### config.mk
export PLATFORM = sky130hd
export DESIGN_NAME = ex_muldiv_unit_flat
export DESIGN_NICKNAME = d
export VERILOG_FILES = /design/src/rtl/ex_muldiv_if.sv /design/src/rtl/ex_muldiv_unit.sv /design/src/flat_wrapper.sv
export SDC_FILE = /design/constraint.sdc
export NUM_CORES = 1
export LEC_CHECK = 0
export ABC_AREA = 1
export CORE_UTILIZATION = 40
export DETAILED_ROUTE_END_ITERATION = 16
export PLACE_DENSITY = 0.63
export SYNTH_ARGS = -nofsm -noshare
export SYNTH_HDL_FRONTEND = slang
export SYNTH_SLANG_ARGS = --single-unit
export TNS_END_PERCENT = 50
### constraint.sdc
create_clock -name clk -period 5.7 [get_ports clk]
set_clock_uncertainty 0.2 [all_clocks]
set_input_delay 0.57 -clock clk [delete_from_list [all_inputs] [get_ports clk]]
set_output_delay 0.57 -clock clk [all_outputs]
set_load 0.1 [all_outputs]
### src/rtl/ex_muldiv_if.sv
// ID/EX to multiply/divide unit bundle.
// master = pipeline side, slave = the HI/LO unit.
interface ex_muldiv_if #(
    parameter int WIDTH = 32
);
    logic             valid_in;
    logic [3:0]       op_type;
    logic [WIDTH-1:0] operand_a;
    logic [WIDTH-1:0] operand_b;
    logic             flush;
    logic             stall;
    logic             busy;
    logic [WIDTH-1:0] result;
    logic             result_valid;
    logic [WIDTH-1:0] hi;
    logic [WIDTH-1:0] lo;

    modport master (
        output valid_in, op_type, operand_a, operand_b, flush,
        input  stall, busy, result, result_valid, hi, lo
    );

    modport slave (
        input  valid_in, op_type, operand_a, operand_b, flush,
        output stall, busy, result, result_valid, hi, lo
    );
endinterface

### src/rtl/ex_muldiv_unit.sv
// EX-stage iterative multiply/divide unit owning HI/LO.
// Shift-add multiply and restoring divide on operand magnitudes.
module ex_muldiv_unit #(
    parameter int WIDTH = 32
) (
    input logic        clk,
    input logic        reset,
    ex_muldiv_if.slave bus
);
    localparam int CW = $clog2(WIDTH);

    typedef enum logic [1:0] {
        S_IDLE,
        S_MUL,
        S_DIV,
        S_DONE
    } state_e;

    state_e state_q, state_d;

    logic [CW-1:0]      cnt_q, cnt_d;
    logic [WIDTH-1:0]   a_q, a_d;
    logic [WIDTH-1:0]   b_q, b_d;
    logic [WIDTH-1:0]   rem_q, rem_d;
    logic [WIDTH-1:0]   hi_q, hi_d;
    logic [WIDTH-1:0]   lo_q, lo_d;
    logic [2*WIDTH-1:0] prod_q, prod_d;
    logic               neg_q, neg_d;
    logic               rneg_q, rneg_d;

    logic op_mul, op_div, op_sgn;
    logic op_mfhi, op_mflo, op_mthi, op_mtlo;

    always_comb begin
        op_mul  = 1'b0;
        op_div  = 1'b0;
        op_sgn  = 1'b0;
        op_mfhi = 1'b0;
        op_mflo = 1'b0;
        op_mthi = 1'b0;
        op_mtlo = 1'b0;
        case (bus.op_type)
            4'h1: begin op_mul = 1'b1; op_sgn = 1'b1; end
            4'h2: op_mul = 1'b1;
            4'h3: begin op_div = 1'b1; op_sgn = 1'b1; end
            4'h4: op_div = 1'b1;
            4'h5: op_mfhi = 1'b1;
            4'h6: op_mflo = 1'b1;
            4'h7: op_mthi = 1'b1;
            4'h8: op_mtlo = 1'b1;
            default: ;
        endcase
    end

    logic             accept, start, b_zero, last;
    logic             sa, sb;
    logic [WIDTH-1:0] a_mag, b_mag;

    assign accept = bus.valid_in & ~bus.flush & (state_q == S_IDLE);
    assign start  = accept & (op_mul | op_div);
    assign b_zero = (bus.operand_b == '0);
    assign last   = (cnt_q == CW'(WIDTH - 1));
    assign sa     = op_sgn & bus.operand_a[WIDTH-1];
    assign sb     = op_sgn & bus.operand_b[WIDTH-1];
    assign a_mag  = sa ? -bus.operand_a : bus.operand_a;
    assign b_mag  = sb ? -bus.operand_b : bus.operand_b;

    // Multiplier bits consumed LSB first; partial product shifts right.
    logic [WIDTH:0]     msum;
    logic [2*WIDTH-1:0] prod_nx, mul_res;

    assign msum    = {1'b0, prod_q[2*WIDTH-1:WIDTH]}
                   + (b_q[cnt_q] ? {1'b0, a_q} : '0);
    assign prod_nx = {msum, prod_q[WIDTH-1:1]};
    assign mul_res = neg_q ? -prod_nx : prod_nx;

    // Dividend shifts out of a_q while quotient bits shift in.
    logic [WIDTH:0]   rsh;
    logic             ge;
    logic [WIDTH-1:0] rem_nx, quo_nx, q_res, r_res;

    assign rsh    = {rem_q, a_q[WIDTH-1]};
    assign ge     = (rsh >= {1'b0, b_q});
    assign rem_nx = ge ? WIDTH'(rsh - {1'b0, b_q}) : rsh[WIDTH-1:0];
    assign quo_nx = {a_q[WIDTH-2:0], ge};
    assign q_res  = neg_q ? -quo_nx : quo_nx;
    assign r_res  = rneg_q ? -rem_nx : rem_nx;

    always_ff @(posedge clk) begin
        if (reset) begin
            state_q <= S_IDLE;
        end else begin
            state_q <= state_d;
        end
    end

    always_comb begin
        state_d = state_q;
        case (state_q)
            S_IDLE: begin
                if (start) begin
                    if (op_mul)      state_d = S_MUL;
                    else if (b_zero) state_d = S_DONE;
                    else             state_d = S_DIV;
                end
            end
            S_MUL, S_DIV: begin
                if (bus.flush) state_d = S_IDLE;
                else if (last) state_d = S_DONE;
            end
            S_DONE:  state_d = S_IDLE;
            default: state_d = S_IDLE;
        endcase
    end

    always_comb begin
        bus.busy         = (state_q == S_MUL) | (state_q == S_DIV);
        bus.stall        = start | bus.busy;
        bus.result_valid = bus.valid_in & (op_mfhi | op_mflo) & ~bus.flush;
        bus.result       = '0;
        if (bus.valid_in & op_mfhi)      bus.result = hi_q;
        else if (bus.valid_in & op_mflo) bus.result = lo_q;
    end

    assign bus.hi = hi_q;
    assign bus.lo = lo_q;

    always_comb begin
        cnt_d  = cnt_q;
        a_d    = a_q;
        b_d    = b_q;
        rem_d  = rem_q;
        prod_d = prod_q;
        neg_d  = neg_q;
        rneg_d = rneg_q;
        hi_d   = hi_q;
        lo_d   = lo_q;
        if (start) begin
            a_d    = a_mag;
            b_d    = b_mag;
            neg_d  = sa ^ sb;
            rneg_d = sa;
            prod_d = '0;
            rem_d  = '0;
            cnt_d  = '0;
            if (op_div && b_zero) begin
                hi_d = bus.operand_a;
                lo_d = '1;
            end
        end else if (accept && op_mthi) begin
            hi_d = bus.operand_a;
        end else if (accept && op_mtlo) begin
            lo_d = bus.operand_a;
        end
        if (state_q == S_MUL) begin
            prod_d = prod_nx;
            if (!last) cnt_d = cnt_q + CW'(1);
            if (last && !bus.flush) {hi_d, lo_d} = mul_res;
        end
        if (state_q == S_DIV) begin
            a_d   = quo_nx;
            rem_d = rem_nx;
            if (!last) cnt_d = cnt_q + CW'(1);
            if (last && !bus.flush) begin
                lo_d = q_res;
                hi_d = r_res;
            end
        end
    end

    always_ff @(posedge clk) begin
        if (reset) begin
            cnt_q  <= '0;
            a_q    <= '0;
            b_q    <= '0;
            rem_q  <= '0;
            prod_q <= '0;
            neg_q  <= 1'b0;
            rneg_q <= 1'b0;
            hi_q   <= '0;
            lo_q   <= '0;
        end else begin
            cnt_q  <= cnt_d;
            a_q    <= a_d;
            b_q    <= b_d;
            rem_q  <= rem_d;
            prod_q <= prod_d;
            neg_q  <= neg_d;
            rneg_q <= rneg_d;
            hi_q   <= hi_d;
            lo_q   <= lo_d;
        end
    end
endmodule
### src/flat_wrapper.sv
// flat-port wrapper written by rule: the top's interface ports become plain ports
module ex_muldiv_unit_flat 
#(
    parameter int WIDTH = 32
)
  (clk, reset, bus_valid_in, bus_op_type, bus_operand_a, bus_operand_b, bus_flush, bus_stall, bus_busy, bus_result, bus_result_valid, bus_hi, bus_lo);
  ex_muldiv_if #(.WIDTH(WIDTH)) bus_i ();
  input logic clk;
  input logic reset;
  input wire logic [$bits(bus_i.valid_in)-1:0] bus_valid_in;
  input wire logic [$bits(bus_i.op_type)-1:0] bus_op_type;
  input wire logic [$bits(bus_i.operand_a)-1:0] bus_operand_a;
  input wire logic [$bits(bus_i.operand_b)-1:0] bus_operand_b;
  input wire logic [$bits(bus_i.flush)-1:0] bus_flush;
  output wire logic [$bits(bus_i.stall)-1:0] bus_stall;
  output wire logic [$bits(bus_i.busy)-1:0] bus_busy;
  output wire logic [$bits(bus_i.result)-1:0] bus_result;
  output wire logic [$bits(bus_i.result_valid)-1:0] bus_result_valid;
  output wire logic [$bits(bus_i.hi)-1:0] bus_hi;
  output wire logic [$bits(bus_i.lo)-1:0] bus_lo;
  assign bus_i.valid_in = bus_valid_in;
  assign bus_i.op_type = bus_op_type;
  assign bus_i.operand_a = bus_operand_a;
  assign bus_i.operand_b = bus_operand_b;
  assign bus_i.flush = bus_flush;
  assign bus_stall = bus_i.stall;
  assign bus_busy = bus_i.busy;
  assign bus_result = bus_i.result;
  assign bus_result_valid = bus_i.result_valid;
  assign bus_hi = bus_i.hi;
  assign bus_lo = bus_i.lo;
  ex_muldiv_unit #(.WIDTH(WIDTH)) u_core (.clk(clk), .reset(reset), .bus(bus_i));
endmodule
Yosys cells after proc, flatten, opt, wreduce, memory -nomap -nowiden. Index checks and enable logic that the tools add are counted.

Bits in registers: 233. Input port bits: 72. Output and inout bits: 99. Logic and storage cells: 113.

Equality and inequality tests: 14. Reductions and logical operators: 14. Add/sub/neg operators: 8. Order comparisons: 2. Multiplexer cells: 50. Bitwise gates (word level): 15.

Operator list (number): 32-bit two-way mux (27); 64-bit two-way mux (3); 32-bit negation (4); 64-bit negation (1); 32-bit by 33-bit adder with 33-bit output (1); 33-bit by 32-bit greater-or-equal comparator with 1-bit output (1); 32-bit logical NOT (1); 32-bit subtractor (1); 5-bit two-way mux (5); 4-bit by 3-bit equality test with 1-bit output (second input constant) (4); 1-bit AND (9); 1-bit two-way mux (9); 4-bit by 2-bit equality test with 1-bit output (second input constant) (2); 2-bit two-way mux (4); 2-bit OR reduction (4); 5-bit by 6-bit < comparator with 1-bit output (second input constant) (1); 2-bit case mux with 3 select lines (1); 5-bit by 1-bit adder with 5-bit output (second input constant) (1); 1-bit binary-select mux with 5-bit select (1); 5-bit equality test (second input constant) (1); 2-bit equality test (second input constant) (2); 4-bit by 1-bit equality test with 1-bit output (second input constant) (1); 4-bit equality test (second input constant) (1); 1-bit logical AND (4); other kinds (10) (14).

Depth between registers and ports, before layout. Gate-level depths: netlist (run 1).

Depth in word-level cells: 11. Depth in mapped cells: 33. Mapped depth without buffers: 32.

Worst setup path after synthesis (run 1). OpenSTA, ideal clock, no wires.

Path kind: register -> register. Start: reg u_core.cnt_q[0]. End: reg u_core.hi_q[22] (netlist: u_core.bus.hi[22]). Setup slack: 1.233 ns. Setup time: 0.134 ns. Buffers on the path: 3. Required time: 5.366 ns. Clock period less this slack: 4.467 ns. Arrival: 4.134 ns. Cell stages (with the launch flop): 26. Cell sequence: dfxtp_1 -> clkbuf_1 -> clkbuf_1 -> o21ai_0 -> a31oi_1 -> nor3_1 -> nor2_1 -> clkbuf_1 -> nor2_1 -> ha_1 -> fa_1 -> nand2_1 -> nand2_1 -> o21ai_0 -> o21ai_0 -> a21oi_1 -> xor2_1 -> nand3_1 -> nor2_1 -> nand2_1 -> nor2_1 -> nand2_1 -> nand2_1 -> o21ai_0 -> o21ai_0 -> a21oi_1.

Word-level cells in the longest chain between the ends: 10. Elaborated cells on any way between the ends: 12. Those cells by class: add/sub (2); eq/ne (1); mux (8); reduce/logical (1).

Ends and longest elaborated chain: start, declared (RTL line ex_muldiv_unit.sv:21) `logic [CW-1:0] cnt_q, cnt_d;`; start signal, assigned (RTL line ex_muldiv_unit.sv:183) `cnt_q <= cnt_d;`; 1-bit binary-select mux with 5-bit select (RTL line ex_muldiv_unit.sv:73) `+ (b_q[cnt_q] ? {1'b0, a_q} : '0);`; 1-bit two-way mux (implied by the code) (RTL line ex_muldiv_unit.sv:73); 32-bit two-way mux (RTL line ex_muldiv_unit.sv:73); 32-bit by 33-bit adder with 33-bit output (RTL line ex_muldiv_unit.sv:73); 64-bit negation (RTL line ex_muldiv_unit.sv:75) `assign mul_res = neg_q ? -prod_nx : prod_nx;`; 64-bit two-way mux (RTL line ex_muldiv_unit.sv:75); 32-bit two-way mux (RTL line ex_muldiv_unit.sv:158) `if (last && !bus.flush) {hi_d, lo_d} = mul_res;`; 32-bit two-way mux (RTL line ex_muldiv_unit.sv:155) `if (state_q == S_MUL) begin`; 32-bit two-way mux (RTL line ex_muldiv_unit.sv:164) `if (last && !bus.flush) begin`; 32-bit two-way mux * (RTL line ex_muldiv_unit.sv:160) `if (state_q == S_DIV) begin`; end signal, assigned (RTL line ex_muldiv_unit.sv:190) `hi_q <= hi_d;`; end, declared (RTL line ex_muldiv_unit.sv:25) `logic [WIDTH-1:0] hi_q, hi_d;`.

Mark *: on every way between the ends. The rest lies on a longest branch, timed or not. The select of a mux whose other input is x is not followed. A chain may end at the register's enable or synchronous reset.

Worst setup path in the final report (run 1). Ends and elaborated chain as after synthesis.

==> metrics.txt, run 1 <==
largest net degree at the start of global routing 156; Tightest Pin Transition 1230 ps; vias in the first global route 21992; met3 WL 12400 um; GRT Overall Usage 34.8%; status completed; Post-Synthesis Cell Area 21200 um^2; Die ar. 54000 um^2; met2 wire length 38500 um; setup violators final 0; CP arrival 5470 ps; Cell Pwr Density 615 nW/um^2; Leakage 11.0 nW; post-synthesis sequential area ratio 21.9%; Clock Sinks 232; DRT iter0 DRCs 3397; I/O pins 171; layout cells sized above 1 5.95%; syn nets 3840; Rel. slew slack 17.2%; Num CTS Buffers 30; # Post-CTS Setup Buffers 0; GRT overflow 0; worst-skew pair later-pin latency 600 ps; via-per-instance ratio 5.74; Main synth FF type dfxtp_1; number of synthesized register bits 232; initial antenna violation count 1; synth unique cells 55; achievable frequency 192 MHz; Met1 Wirelength 44000 um; effective utilization at floorplan 40.4%; CTS H-tree lvls 1; global-route wire length before repair 142000 um; worst r2r src u_core.cnt_q[0]$_SDFF_PP0_; Post-CTS Resized 0; clk slew on worst S/H paths 70 ps; crit path time final 5220 ps; Final Max Tran Viols 0; Avg Synthesized Cell Area 5.75 um^2; die span in y 232 um; Switching Fraction 59.7%; fin crit share 91.6%; TritonRoute pass-1 iters 6; family with the most delay on the worst path simple AND/OR/NAND/NOR gates; Syn. warnings 0; R2R Path End u_core.bus.hi[22]$_SDFF_PP0_; most frequent CP cell nand2_1; cell count after synthesis 3691; Setup Crit Path Kind reg2reg; DRT antenna net count 0; worst hold endpoint u_core.rem_q[5]$_SDFFE_PP0P_; wire length per cell 21.6 um; port bufs 170; Peak VDD IR 766 uV; max_cap viols 0; EDFF count, synth 0; Clock Tree Buf Depth 3; RSZ-0062 raised after global routing false; CP max FO 20; min-delay src reset; CTS tree built; area growth from synthesis to layout 15.8%; CORE AREA 52400 um^2; post-detail-place hpwl 75500 um; Hold/Removal Path Class in2reg; switching power 9.01 mW; Detailed Route WL 97100 um; Clock Tree Root clkbuf_16; cts hold-fix bufs 0; clock share of power 13.6%; slowest CP cell dfxtp_2; Int Power 6.08 mW; most frequent cells in the layout nand2_1 (956), inv_1 (469), a21oi_1 (406); gp weighted congestion 1.07; cell area after layout 24600 um^2; CP Launch Point u_core.cnt_q[0]$_SDFF_PP0_; flop2flop setup slack 480 ps; top sig layer met5; area of placed instances 23500 um^2; CP bufs+invs 2; Critical Path Max Stage Delay 520 ps; CP Launch Type flip-flop; nets 3926; most common cell after layout, fill and taps aside nand2_1; width of the die 232 um; Fin. Hold Viols 0; # DRC 0; post-route setup TNS 0 ps; ys async rst share 0%; std cell rows 84; hold path cells 2; Worst EP required 5950 ps; Reg2Reg Depth 25; number of vias after detailed routing 25786; Sequential Power Share 12.5%; Crit. End Element flip-flop; combinational power share 73.9%
metal layers:
layer / GRT usage [%] / up-vias
met5: 0 / -
met1: 52.8 / 11913
met4: 7.26 / 2
li1: - / 12363
met3: 8.75 / 122
met2: 48.3 / 1386
how the worst max path moves through the flow:
stage / end / slack (ps) / cells after the start
finish: u_core.bus.hi[22]$_SDFF_PP0_ / 480 / 25
global route: u_core.bus.hi[22]$_SDFF_PP0_ / 50 / 25
CTS: u_core.bus.hi[22]$_SDFF_PP0_ / 370 / 25
detailed placement: u_core.bus.hi[22]$_SDFF_PP0_ / 430 / 25
global placement: u_core.bus.hi[26]$_SDFF_PP0_ / 520 / 27
floorplan: u_core.bus.hi[22]$_SDFF_PP0_ / 1230 / 25
cell usage after synthesis, types with 4 or more instances:
| cell | count | area, um^2 |
|---|---|---|
| a21oi_1 | 406 | 2030 |
| a31oi_1 | 57 | 357 |
| and2_1 | 4 | 25.0 |
| buf_1 | 20 | 75.1 |
| buf_2 | 6 | 30.0 |
| clkbuf_1 | 143 | 537 |
| dfxtp_1 | 232 | 4640 |
| ha_1 | 75 | 938 |
| inv_1 | 471 | 1770 |
| inv_2 | 6 | 22.5 |
| nand2_1 | 957 | 3590 |
| nand2_2 | 22 | 138 |
| nand3_1 | 244 | 1220 |
| nand3b_1 | 20 | 150 |
| nand4_1 | 29 | 181 |
| nor2_1 | 327 | 1230 |
| nor2_2 | 11 | 68.8 |
| nor3_1 | 67 | 335 |
| nor4_1 | 15 | 93.8 |
| o211ai_1 | 66 | 495 |
| o21a_1 | 7 | 52.6 |
| o21ai_0 | 273 | 1370 |
| o21ai_1 | 15 | 75.1 |
| o21ai_2 | 4 | 35.0 |
| o21bai_1 | 5 | 37.5 |
| o221ai_1 | 11 | 96.3 |
| o22ai_1 | 43 | 269 |
| o311ai_0 | 5 | 43.8 |
| o31ai_1 | 6 | 45.0 |
| or2_2 | 15 | 93.8 |
| xnor2_1 | 29 | 254 |
| xor2_1 | 58 | 508 |
registers in the layout, indices dropped and copies added, names as in the netlist:
register	cells
u_core.rem_q	32
u_core.neg_q	1
u_core.state_q	2
u_core.prod_q	63
u_core.rneg_q	1
u_core.a_q	32
u_core.cnt_q	5
u_core.bus.hi	32
u_core.bus.lo	32
u_core.b_q	32
per-stage QoR:
stage          util (%)  worst slack (ps)  std cells  total power, mW  hold slack [ps]
3_3_place_gp       44.8               515       4433             12.8              259
3_5_place_dp       44.8               426       4433             12.8              263
5_1_grt            46.8              54.3       4486             16.4              217
6_report           46.8               481       4489             15.1              173
2_1_floorplan         -              1230       3691             9.90              245
4_1_cts            46.8               367       4486             14.9              154
power by group through the flow:
stage          Clock [mW]  Sequential (mW)  Combinational (mW)
6_report             2.05             1.88                11.2
5_1_grt              2.11             1.89                12.4
4_1_cts              2.05             1.88                10.9
3_5_place_dp            0             1.91                10.9
3_3_place_gp            0             1.91                10.9
2_1_floorplan           0             1.92                7.98
area by class of cell:
class,count,area (um^2)
fillers,5628,27900
multi-input cells,2807,14100
diodes,3,7.51
inverters,479,1800
well taps,688,861
repair buffers,227,2070
clock inverters,14,214
clock buffers,39,825
flip-flops and latches,232,4650
cell families after synthesis:
group	synth area share [%]
DFF	21.9
xor gates and xnor gates	3.59
AOI/OAI and AO/OA	23.7
adders and majority gates	4.61
and+or+nand+nor	34.4
buffers and inverters	11.8
Power figures use the tool's default switching activity.
==> inputs of run 2 (changes only) <==
- CAP_MARGIN: not set -> 25
- CORE_UTILIZATION: 40 -> 29
- PLACE_DENSITY: 0.63 -> 0.51
==> metrics.txt, run 2 (synthesis gave the netlist of run 1 again) <==
std cell rows 98; switching power 9.36 mW; Peak VDD IR 887 uV; vias in the first global route 22933; DRT iter0 DRCs 3113; status completed; worst-skew pair later-pin latency 610 ps; die span in y 272 um; Biggest register u_core.prod_q; CTS H-tree lvls 1; number of vias after detailed routing 25581; CORE AREA 72000 um^2; Layout Utilization 34.6%; register area 4650 um^2; Tightest Pin Transition 1080 ps; hold_ws 183 ps; fin cells 4751; met2 usage 40.6%; area of placed instances 23900 um^2; GRT overflow 0; wire length per cell 22.2 um; clk slew on worst S/H paths 70 ps; DRT antenna net count 0; Rel. slew slack 27.7%; Switching Fraction 60.4%; Hold/Removal Path Class in2reg; Detailed Route WL 105000 um; multi-input logic area 14100 um^2; port bufs 170; I/O pins 171; Total Power Consumption 15.5 mW; via-per-instance ratio 5.38; Final Max Tran Viols 0; Die ar. 74200 um^2; Num CTS Buffers 31; Post-CTS Resized 0; TritonRoute pass-1 iters 6; fin crit share 92.0%; post-detail-place hpwl 82100 um; Crit. End Element flip-flop; initial antenna violation count 3; cts hold-fix bufs 0; clock share of power 13.5%; layout cells sized above 1 5.97%; CP arrival 5510 ps; # Post-CTS Setup Buffers 0; area growth from synthesis to layout 17.5%; Setup WS post-layout 454 ps; effective utilization at floorplan 29.5%; most common cell after layout, fill and taps aside nand2_1; gr busiest metal met1; DP Worst Slack 674 ps; Int Power 6.13 mW; RSZ-0062 raised after global routing false; ANT cells 0; setup violators final 0; gp weighted congestion 0.968; combinational power share 74.4%; fillers 8060; Worst EP required 5960 ps; Setup Crit Path Kind reg2reg; CP Launch Type flip-flop; met3 GRT Util 4.61%; hold path cells 2; Fin. Hold Viols 0; nets 3927; most frequent cells in the layout nand2_1 (956), inv_1 (467), a21oi_1 (406); cell area after layout 24900 um^2; max reg flops 63; post-route setup TNS 0 ps; Clock Tree Buf Depth 3; achievable frequency 191 MHz; max_cap viols 0; Leakage 11.0 nW; GR Util met1 40.9%; # DRC 0; CTS tree built; Sequential Power Share 12.1%; GRT Overall Usage 27.5%; Clock Sinks 232; global-route wire length before repair 153000 um; Clock Tree Root clkbuf_16; CP max FO 32; Cell Pwr Density 621 nW/um^2; crit path time final 5250 ps; Placed Instances 4695; Reg2Reg Depth 24; largest net degree at the start of global routing 161; width of the die 272 um
-- run 2: layer usage --
layer / part of all wire (%) / vias to the layer above
li1: - / 12377
met1: 47 / 11930
met2: 41 / 1160
met3: 9.2 / 112
met4: 2.3 / 2
met5: 0.012 / -
-- run 2: cell type report --
cell class                      instances  share of cell area [%]
Tap cell                              950                    4.77
Clock inverter                         14                   0.753
Timing Repair Buffer                  227                    8.42
Inverter                              479                    7.22
Multi-Input combinational cell       2807                    56.7
Clock buffer                           42                    3.48
Sequential cell                       232                    18.6
-- run 2: path summary, 6_finish.rpt --
check	start	endpoint	slack [ps]
worst max register to register	u_core.cnt_q[1]$_SDFF_PP0_	u_core.bus.hi[22]$_SDFF_PP0_	450
worst min-delay path	reset	u_core.a_q[31]$_SDFFE_PP0P_	180
worst min register to register	u_core.prod_q[36]$_SDFFE_PP0P_	u_core.prod_q[36]$_SDFFE_PP0P_	270
worst max-delay path	u_core.cnt_q[1]$_SDFF_PP0_	u_core.bus.hi[22]$_SDFF_PP0_	450
-- run 2: worst max-delay path, cell delays in order, from the launching register on --
cell	delay [ps]
dfxtp_1	490
inv_1	150
nand2_1	160
o221ai_1	130
a31oi_1	170
nor3_1	70
nor2_2	130
buf_12	200
nor2_1	60
ha_1	200
fa_1	440
nor2_1	130
nor2_1	130
nor4_1	440
nand3_1	120
nor2_1	350
nand4_1	250
nor2_1	300
nand2_1	140
nor2_1	120
nand2_1	70
nand2_1	130
o21ai_0	130
o21ai_0	250
a21oi_1	90
-- run 2: power by group through the flow --
stage / registers, mW / clock network, mW / logic [mW]
after detailed placement: 1.91 / 0 / 11.2
after floorplan: 1.92 / 0 / 7.98
after global placement: 1.91 / 0 / 11.3
final: 1.87 / 2.09 / 11.5
after CTS: 1.87 / 2.12 / 11.3
after global routing: 1.88 / 2.19 / 12.7
